===== src/rtl/md_filter_pkg.sv =====
// Shared constants and payload type for the filter drain path.
package md_filter_pkg;

  localparam int unsigned NUM_FILTER      = 4;
  localparam int unsigned DATA_WIDTH      = 32;
  localparam int unsigned FILTER_ID_WIDTH = 2;

  typedef struct packed {
    logic [DATA_WIDTH-1:0]      data;
    logic [FILTER_ID_WIDTH-1:0] id;
  } filter_word_t;

  // Buffer index reached by stepping 'offset' places upward from 'base', wrapping.
  function automatic logic [FILTER_ID_WIDTH-1:0] next_id(input logic [FILTER_ID_WIDTH-1:0] base,
                                                         input int unsigned               offset);
    return FILTER_ID_WIDTH'((32'(base) + offset) % NUM_FILTER);
  endfunction

endpackage


===== src/rtl/filter_arbiter_skid.sv =====
// Two-entry skid FIFO between the capture point and the valid/ready output.
// The head slot is the output register, so out data stays put under backpressure.
module filter_arbiter_skid
  import md_filter_pkg::*;
(
  input  logic         clk,
  input  logic         rst,
  input  logic         push_i,
  input  filter_word_t push_word_i,
  input  logic         ready_i,
  output logic         valid_o,
  output filter_word_t head_o,
  output logic [1:0]   count_o
);

  filter_word_t head_q, head_d;
  filter_word_t tail_q, tail_d;
  logic [1:0]   count_q, count_d;
  logic         valid_q, valid_d;
  logic         pop_c;

  always_ff @(posedge clk or negedge rst) begin
    if (!rst) begin
      head_q  <= '0;
      tail_q  <= '0;
      count_q <= 2'd0;
      valid_q <= 1'b0;
    end else begin
      head_q  <= head_d;
      tail_q  <= tail_d;
      count_q <= count_d;
      valid_q <= valid_d;
    end
  end

  // Push/pop bookkeeping; a push into a full store cannot occur because the arbiter holds credit.
  always_comb begin
    head_d  = head_q;
    tail_d  = tail_q;
    count_d = count_q;
    valid_d = valid_q;
    pop_c   = valid_q & ready_i;
    if (pop_c) begin
      if (count_q == 2'd2) begin
        head_d = tail_q;
        if (push_i) begin
          tail_d = push_word_i;
        end else begin
          count_d = 2'd1;
        end
      end else if (push_i) begin
        head_d = push_word_i;
      end else begin
        count_d = 2'd0;
        valid_d = 1'b0;
      end
    end else if (push_i) begin
      if (count_q == 2'd0) begin
        head_d  = push_word_i;
        count_d = 2'd1;
        valid_d = 1'b1;
      end else if (count_q == 2'd1) begin
        tail_d  = push_word_i;
        count_d = 2'd2;
      end
    end
  end

  assign valid_o = valid_q;
  assign head_o  = head_q;
  assign count_o = count_q;

endmodule


===== src/rtl/filter_arbiter.sv =====
// Round-robin drain of the per-filter buffers into a valid/ready stream tagged with source ID.
// Optional stall counter port enabled by defining FILTER_ARBITER_STALL_CNT_EN.
module filter_arbiter
  import md_filter_pkg::*;
(
  input  logic                             clk,
  input  logic                             rst,
  input  logic [NUM_FILTER-1:0]            buffer_empty,
  input  logic [NUM_FILTER*DATA_WIDTH-1:0] buffer_q,
  output logic [NUM_FILTER-1:0]            buffer_rdreq,
  input  logic                             out_ready,
  output logic                             out_valid,
  output logic [DATA_WIDTH-1:0]            out_data,
  output logic [FILTER_ID_WIDTH-1:0]       out_sel
`ifdef FILTER_ARBITER_STALL_CNT_EN
  ,
  output logic [31:0]                      stall_count
`endif
);

  logic [NUM_FILTER-1:0]      rdreq_q, rdreq_d;
  logic [FILTER_ID_WIDTH-1:0] grant_id_q, grant_id_d;
  logic [FILTER_ID_WIDTH-1:0] last_grant_q, last_grant_d;

  logic [NUM_FILTER-1:0]      eligible_c;
  logic                       in_flight_c;
  logic                       pop_c;
  logic [2:0]                 occ_c;
  logic                       credit_ok_c;
  logic                       found_c;
  logic [FILTER_ID_WIDTH-1:0] cand_c;
  logic [FILTER_ID_WIDTH-1:0] pick_c;
  logic [1:0]                 skid_count;
  filter_word_t               capture_c;
  filter_word_t               head;

  always_ff @(posedge clk or negedge rst) begin
    if (!rst) begin
      rdreq_q      <= '0;
      grant_id_q   <= '0;
      last_grant_q <= FILTER_ID_WIDTH'(NUM_FILTER - 1);
    end else begin
      rdreq_q      <= rdreq_d;
      grant_id_q   <= grant_id_d;
      last_grant_q <= last_grant_d;
    end
  end

  // A buffer read last cycle still shows its stale empty flag, so it sits out one cycle.
  assign eligible_c  = ~buffer_empty & ~rdreq_q;
  assign in_flight_c = |rdreq_q;
  assign pop_c       = out_valid & out_ready;
  assign occ_c       = 3'(skid_count) + 3'(in_flight_c) - 3'(pop_c);
  assign credit_ok_c = occ_c < 3'd2;

  always_comb begin
    rdreq_d      = '0;
    grant_id_d   = grant_id_q;
    last_grant_d = last_grant_q;
    found_c      = 1'b0;
    cand_c       = '0;
    pick_c       = '0;
    for (int unsigned k = 1; k <= NUM_FILTER; k++) begin
      cand_c = next_id(last_grant_q, k);
      if (!found_c && eligible_c[cand_c]) begin
        found_c = 1'b1;
        pick_c  = cand_c;
      end
    end
    if (found_c && credit_ok_c) begin
      rdreq_d[pick_c] = 1'b1;
      grant_id_d      = pick_c;
      last_grant_d    = pick_c;
    end
  end

  // Word returned for the grant issued last cycle.
  always_comb begin
    capture_c.data = '0;
    capture_c.id   = grant_id_q;
    for (int unsigned i = 0; i < NUM_FILTER; i++) begin
      if (grant_id_q == FILTER_ID_WIDTH'(i)) begin
        capture_c.data = buffer_q[i*DATA_WIDTH +: DATA_WIDTH];
      end
    end
  end

  filter_arbiter_skid u_skid (
    .clk         (clk),
    .rst         (rst),
    .push_i      (in_flight_c),
    .push_word_i (capture_c),
    .ready_i     (out_ready),
    .valid_o     (out_valid),
    .head_o      (head),
    .count_o     (skid_count)
  );

  assign buffer_rdreq = rdreq_q;
  assign out_data     = head.data;
  assign out_sel      = head.id;

`ifdef FILTER_ARBITER_STALL_CNT_EN
  logic [31:0] stall_q, stall_d;

  // Saturating count of cycles where a word waits on downstream.
  always_comb begin
    stall_d = stall_q;
    if (out_valid && !out_ready && (stall_q != 32'hFFFF_FFFF)) begin
      stall_d = stall_q + 32'd1;
    end
  end

  always_ff @(posedge clk or negedge rst) begin
    if (!rst) begin
      stall_q <= '0;
    end else begin
      stall_q <= stall_d;
    end
  end

  assign stall_count = stall_q;
`endif

endmodule

===== config.mk =====
export PLATFORM = sky130hd
export DESIGN_NAME = filter_arbiter
export DESIGN_NICKNAME = d
export VERILOG_FILES = /design/src/rtl/md_filter_pkg.sv /design/src/rtl/filter_arbiter_skid.sv /design/src/rtl/filter_arbiter.sv
export SDC_FILE = /design/constraint.sdc
export NUM_CORES = 1
export LEC_CHECK = 0
export CORE_MARGIN = 4
export CORE_UTILIZATION = 42
export CTS_BUF_LIST = sky130_fd_sc_hd__clkbuf_4 sky130_fd_sc_hd__clkbuf_8
export DETAILED_ROUTE_END_ITERATION = 16
export PLACE_DENSITY = 0.8
export SLEW_MARGIN = 5
export SYNTH_ARGS = -nofsm -noshare
export SYNTH_HDL_FRONTEND = slang
export SYNTH_SLANG_ARGS = --single-unit

===== constraint.sdc =====
create_clock -name clk -period 2.1 [get_ports clk]
set_clock_uncertainty 0.05 [all_clocks]
set_input_delay 0.315 -clock clk [delete_from_list [all_inputs] [get_ports clk]]
set_output_delay 0.315 -clock clk [all_outputs]
set_load 0.02 [all_outputs]

==> results.md, run 1 <==
* Worst path arrival time at 2490 ps
* Syn Inst Count at around 280
* FMAX at 439 MHz
* Worst reg2reg startpoint: buffer_rdreq[2]
* Ys Warns at 0
* Ant diodes at 0
* Routed Antenna Nets at 0
* Sequential share of the synthesized area at about 42%
* Largest net degree at the start of global routing at 41
* Global-route total usage across every layer at 17.5%
* Global route overflow at 0
* Register bit total from synthesis at 79
* Post-Syn Area at between 4000 and 5000 um^2
* RSZ-0062 raised after global routing: yes
* Reg2Reg Capture Point: last_grant_q[0]
* Clock-pin slew on the worst setup and hold paths at around 80 ps
* CP max FO at 4
* CTS Buffer Depth at 2
* Non-filler cells, final at 623
* Core box area at 10800 um^2
* Critical path capture point type: register
* Status: finished, violations left
* GP Congestion at approximately 0.75
* DRC violations left at 0
* CTS Root Cell: clkbuf_8
* # IOs at between 150 and 200
* Post-synth cell types at 43
* Failing checks: setup timing
* Post-DR vias/cell at 5.33
* DR iter-0 viols at 84
* WL per Instance at between 15 and 20 um
* R2R depth at 6
* Global-route wire length before repair at 18000 um
* Die W at roughly 110 um
* Syn_nets at 420
* Relative slew margins at ~70%
* Die Footprint at approximately 13000 um^2
* Post-Place Cells at a little over 600
* Post-synth EDFFs at 0
* Mean area per synthesized cell at roughly 16 um^2
* Type of origin of the critical path: register
* Die Y at between 100 and 150 um
* Drt pass-1 iters at 4
* Leak at roughly 3.0 nW
* Clk sinks at 79
* R2r setup slk at -180 ps
* Most common cell after layout, fill and taps aside: clkdlybuf4s50_1
* Nets@finish at ~600
* Vias in the first global route at approximately 3600
* Clk Latency, worst-skew pair at roughly 340 ps
* Hold WC Path Type: input pin to asynchronous set/reset pin
* Slew Limit Fails at 0
* Worst Max-Slew Pin Slew at between 400 and 500 ps
* CTS H-tree lvls at 3
* Inserted Clock Buffers at 9
* Num rows at 38
* Power consumption at 10.9 mW
* Final WL at 11100 um
* Worst stage delay on the critical path at 450 ps
* PwrDens at around 1500 nW/um^2
* Synth-to-layout area growth at 51.0%
* Number of antenna violations at the first check in global routing at 0
* Fin crit period at about 2300 ps
* Final hold violation count at 0
* Worst setup path class: register to register
* Starting Density at a little over two fifths
* Worst path top cell family by delay: adder cells
* CP max stage cell: fa_2
* Worst path buffer plus inverter count at 1
* Maximum vdd drop at approximately 0.77 mV
* Max-Cap Viols at 0
* Final Worst Setup Slack at -176 ps
* Final period util at 108%
* Via count at between 3000 and 4000
* Worst-path cell chain: nor4_4 -> o21bai_4 -> fa_2 -> o211ai_1 -> buf_4 -> mux2_4
* Async S/R FF share, synth at 100%
* Setup violators final at 8
* Predominant post-synthesis flop cell: dfrtp_1
* Port Buffers at between 150 and 200
* DP HPWL at 8370 um
* Commonest cells after routing, fill and taps aside: 172 x clkdlybuf4s50_1, 73 x dfrtp_1, 53 x mux2_2
* WHS at 331 ps
* Fraction of layout cells with a size suffix above 1 at between 30 and 40%
* Critical Path RT at about 2300 ps
* CTS tree: yes
sequential cells by signal, indices dropped and copies added, names as in the netlist:
signal and count:
buffer_rdreq 4, u_skid.head_o 34, grant_id_q 2, u_skid.tail_q 34, u_skid.valid_o 1, u_skid.count_o 2
last_grant_q 2
layer usage:
layer  wire length (um)  GRT usage, %
met4                133          5.29
met1               4500          21.0
met2               5770          31.0
met5                  0             0
met3                672          4.40
worst max-delay path by stage:
stage	start	to	slack, ps	depth (start not counted)
after floorplan	buffer_rdreq[2]	grant_id_q[0]	-240	5
after global placement	out_ready	buffer_rdreq[2]	-320	9
after detailed placement	out_ready	buffer_rdreq[2]	-480	9
after CTS	buffer_rdreq[1]	grant_id_q[0]	-90	5
after global routing	buffer_rdreq[2]	last_grant_q[0]	-280	6
final	buffer_rdreq[2]	last_grant_q[0]	-180	6
cell usage after synthesis, drive strengths merged, types with 3 or more instances:
| master | instances | area [um^2] |
|---|---|---|
| a21oi | 6 | 33.8 |
| buf | 14 | 125 |
| clkbuf | 4 | 15.0 |
| dfrtp | 77 | 1930 |
| mux2 | 105 | 1370 |
| mux4 | 32 | 818 |
| nand2 | 4 | 17.5 |
| nor3 | 4 | 20.0 |
| o21ai | 3 | 18.8 |
where the power goes:
| part | internal [mW] | leakage [nW] | switching, mW |
|---|---|---|---|
| Combinational | 4.15 | 1.93 | 2.72 |
| Clock | 0.657 | 0.113 | 0.531 |
| Sequential | 2.37 | 0.945 | 0.477 |
| Total | 7.17 | 2.99 | 3.73 |
layout make-up:
class	count	area, um^2
Multi-Input combinational cell	185	2600
Clock buffer	13	173
Inverter	2	7.51
Sequential cell	79	1980
Tap cell	140	175
Fill cell	801	3790
Clock inverter	3	40.0
Timing Repair Buffer	201	2070
kinds of logic after synthesis:
group           Yosys count  synth area share (%)
compound gates           23                  3.78
xor+xnor                  1                 0.188
fa+ha+maj                 1                 0.429
buf+inv                  20                  3.16
flops                    79                  42.4
mux                     137                  46.9
simple gates             23                  3.14
per-stage QoR:
stage	cell area (um^2)	setup slack, ps	setup TNS [ps]	utilization [%]
3_5_place_dp	6770	-485	-16610	62.4
6_report	7050	-176	-855	65.0
5_1_grt	7050	-276	-1560	65.0
4_1_cts	7020	-85.9	-299	64.7
3_3_place_gp	6770	-319	-12240	62.4
2_1_floorplan	4670	-240	-893	-
what timing repair did:
action / in CTS / in global routing
hold buffers: 1 / 0
resized for setup: 6 / 4
setup buffers: 0 / 3
pin swaps: 5 / 7
setup endpoints to repair: 7 / 12
endpoints found under the hold margin: 16 / 0
cloned: 0 / 0
No activity file was read; power rests on OpenSTA's default activity.
==> run 2: changes to the inputs <==
--- a/config.mk
+++ b/config.mk
@@ -10,7 +10,6 @@
 export CTS_BUF_LIST = sky130_fd_sc_hd__clkbuf_4 sky130_fd_sc_hd__clkbuf_8
 export DETAILED_ROUTE_END_ITERATION = 16
 export PLACE_DENSITY = 0.8
-export SLEW_MARGIN = 5
 export SYNTH_ARGS = -nofsm -noshare
 export SYNTH_HDL_FRONTEND = slang
 export SYNTH_SLANG_ARGS = --single-unit
==> results of run 2 <==
The final DEF is identical to that of run 1; final timing and power are the same.
==> run 3: changes to the inputs <==
--- a/config.mk
+++ b/config.mk
@@ -5,9 +5,11 @@
 export SDC_FILE = /design/constraint.sdc
 export NUM_CORES = 1
 export LEC_CHECK = 0
+export CAP_MARGIN = 20
 export CORE_MARGIN = 4
 export CORE_UTILIZATION = 42
 export CTS_BUF_LIST = sky130_fd_sc_hd__clkbuf_4 sky130_fd_sc_hd__clkbuf_8
+export CTS_CLUSTER_DIAMETER = 60
 export DETAILED_ROUTE_END_ITERATION = 16
 export PLACE_DENSITY = 0.8
 export SYNTH_ARGS = -nofsm -noshare
==> results of run 3 <==
The final DEF is identical to that of run 1; final timing and power are the same.
==> edit, RTL diff (flow settings as in run 1) <==
`FILTER_ID_WIDTH`: 2 -> 4.
--- a/src/rtl/md_filter_pkg.sv
+++ b/src/rtl/md_filter_pkg.sv
@@ -3,7 +3,7 @@
 
   localparam int unsigned NUM_FILTER      = 4;
   localparam int unsigned DATA_WIDTH      = 32;
-  localparam int unsigned FILTER_ID_WIDTH = 2;
+  localparam int unsigned FILTER_ID_WIDTH = 4;
 
   typedef struct packed {
     logic [DATA_WIDTH-1:0]      data;
Interface: changed (resized out_sel); port bits go from 174 to 176. The function was not compared with the original's and may differ.
==> edit against run 1 <==
- the run still ends with negative setup slack left
- clock power grew 9%
- final cell count increased by 1.1%
- first-iteration DRC count increased by 26%
- combinational power about the same
- routed wire length up 0.33%
- cell area is 0.41% higher
- synthesized area rose by 0.40%
- power up 0.71%
- worst setup slack better by 0.12 ns
- via count hardly changed
- synthesized cell count rose by 1.1%
- sequential cell count stayed put
==> edit: results <==
[synthesis]
async_flop_share = 1.00
yosys-top-cells-area = dfrtp_1, mux2_4, mux4_1
ys_seq_area_frac = 0.422
ys_types = 44
syn_area_per_cell_um2 = 16.3
synth_commonest_cells = dfrtp_1, mux2_2, mux2_4

[status]
status = finished, violations left
failed_checks = negative setup slack

[sta]
finalSetupViolations = 6
finalWorstSetupSlack_ns = -0.0558

[placed_design]
hpwl_mm = 8.44
place_congestion = 0.776
postPlaceCellArea_um2 = 6750

[critical_path]
r2r-end = buffer_rdreq[3]
r2r_start = u_skid.valid_o
crit_arrival_ns = 2.40
reg2regPathDepth = 7
crit_path_max_fanout = 5
crit_start = u_skid.valid_o

[route]
viasPerCell = 5.28
drtPass1Iterations = 4
vias = 3324
first_iter_violations = 106
finalWirelength_mm = 11.1

[global_routing]
grt_max_degree = 80
grt_usage = 0.173
grt_pass1_vias = 3546
grt_pass1_wl_mm = 17.7

[finish]
finish.instance_area_um2 = 7080
layout.nets = 621
drive_gt1_frac = 0.353
fill_cells = 793

[clock_network]
cts_buffers = 9
insertion_delay_ns = 0.35
clock-root-buffer = clkbuf_8

[worst_hold_path]
hp-class = flip-flop to flip-flop

[pwr]
ir_drop_v = 0.00106
p_leak_nw = 3.01
==> edit: cell count changes after synthesis <==
cell    delta
buf_4      +2
conb_1     +1
mux2_1     +3
mux2_2     -3
==> edit: where the power goes <==
group	internal [mW]	switching, mW	total [mW]
registers	2.36	0.461	2.83
clock network	0.760	0.543	1.30
logic	4.15	2.70	6.85
total	7.28	3.70	11.0
==> edit: cell families after synthesis <==
group | Yosys count | share of synthesized area
AOI/OAI and AO/OA | 23 | 0.0377
other | 1 | 0.000800
adders and majority gates | 1 | 0.00427
xor gates and xnor gates | 1 | 0.00187
muxes | 137 | 0.467
buffers and inverters | 22 | 0.0347
DFF | 79 | 0.422
and+or+nand+nor | 23 | 0.0312
==> edit: worst min path at each step <==
stage	startpoint	end	slack [ns]	cells past startpoint
floorplan	rst	buffer_rdreq[0]	-0.03	0
global placement	rst	u_skid.head_o[33]	0.32	2
detailed placement	rst	u_skid.head_o[33]	0.33	2
CTS	u_skid.tail_q[34]	u_skid.tail_q[34]	0.46	1
global route	u_skid.tail_q[7]	u_skid.tail_q[7]	0.47	1
finish	u_skid.tail_q[8]	u_skid.tail_q[8]	0.46	1
==> edit: metal layers <==
layer	share of wire	wire, um	track usage	vias to the layer above
li1	-	-	-	1531
met1	0.40	4480	0.213	1672
met2	0.53	5850	0.305	109
met3	0.059	655	0.0446	12
met4	0.012	128	0.0409	0
met5	0	0	0	-
==> edit: cell type report <==
class,count,share of cell area
Clock buffer,13,0.0235
Clock inverter,3,0.00920
Inverter,2,0.00106
Multi-Input combinational cell,187,0.365
Sequential cell,79,0.280
Tap cell,140,0.0248
Timing Repair Buffer,206,0.296
==> edit: critical path, stage by stage (launching register included) <==
cell and delay, ns:
dfrtp_1 0.39, and3b_2 0.25, buf_6 0.12, fa_2 0.39, xnor2_2 0.15, o211ai_1 0.19
a211oi_2 0.36, and2_1 0.18
==> edit: through the flow <==
stage               setup slack (ns)  TNS [ns]  hold WS [ns]
floorplan                     -0.240    -0.893       -0.0306
global placement              -0.335     -2.28         0.320
detailed placement            -0.477     -4.79         0.327
CTS                          -0.0292   -0.0841         0.457
global route                  -0.190     -1.15         0.471
finish                       -0.0558    -0.213         0.457
==> edit: what timing repair did <==
action                     in CTS  in global routing
pin swaps                       6                  7
setup endpoints to repair       8                  8
hold endpoints to repair       77                  0
buffers inserted                5                  4
gates resized for setup         1                  4
hold buffers                    1                  0
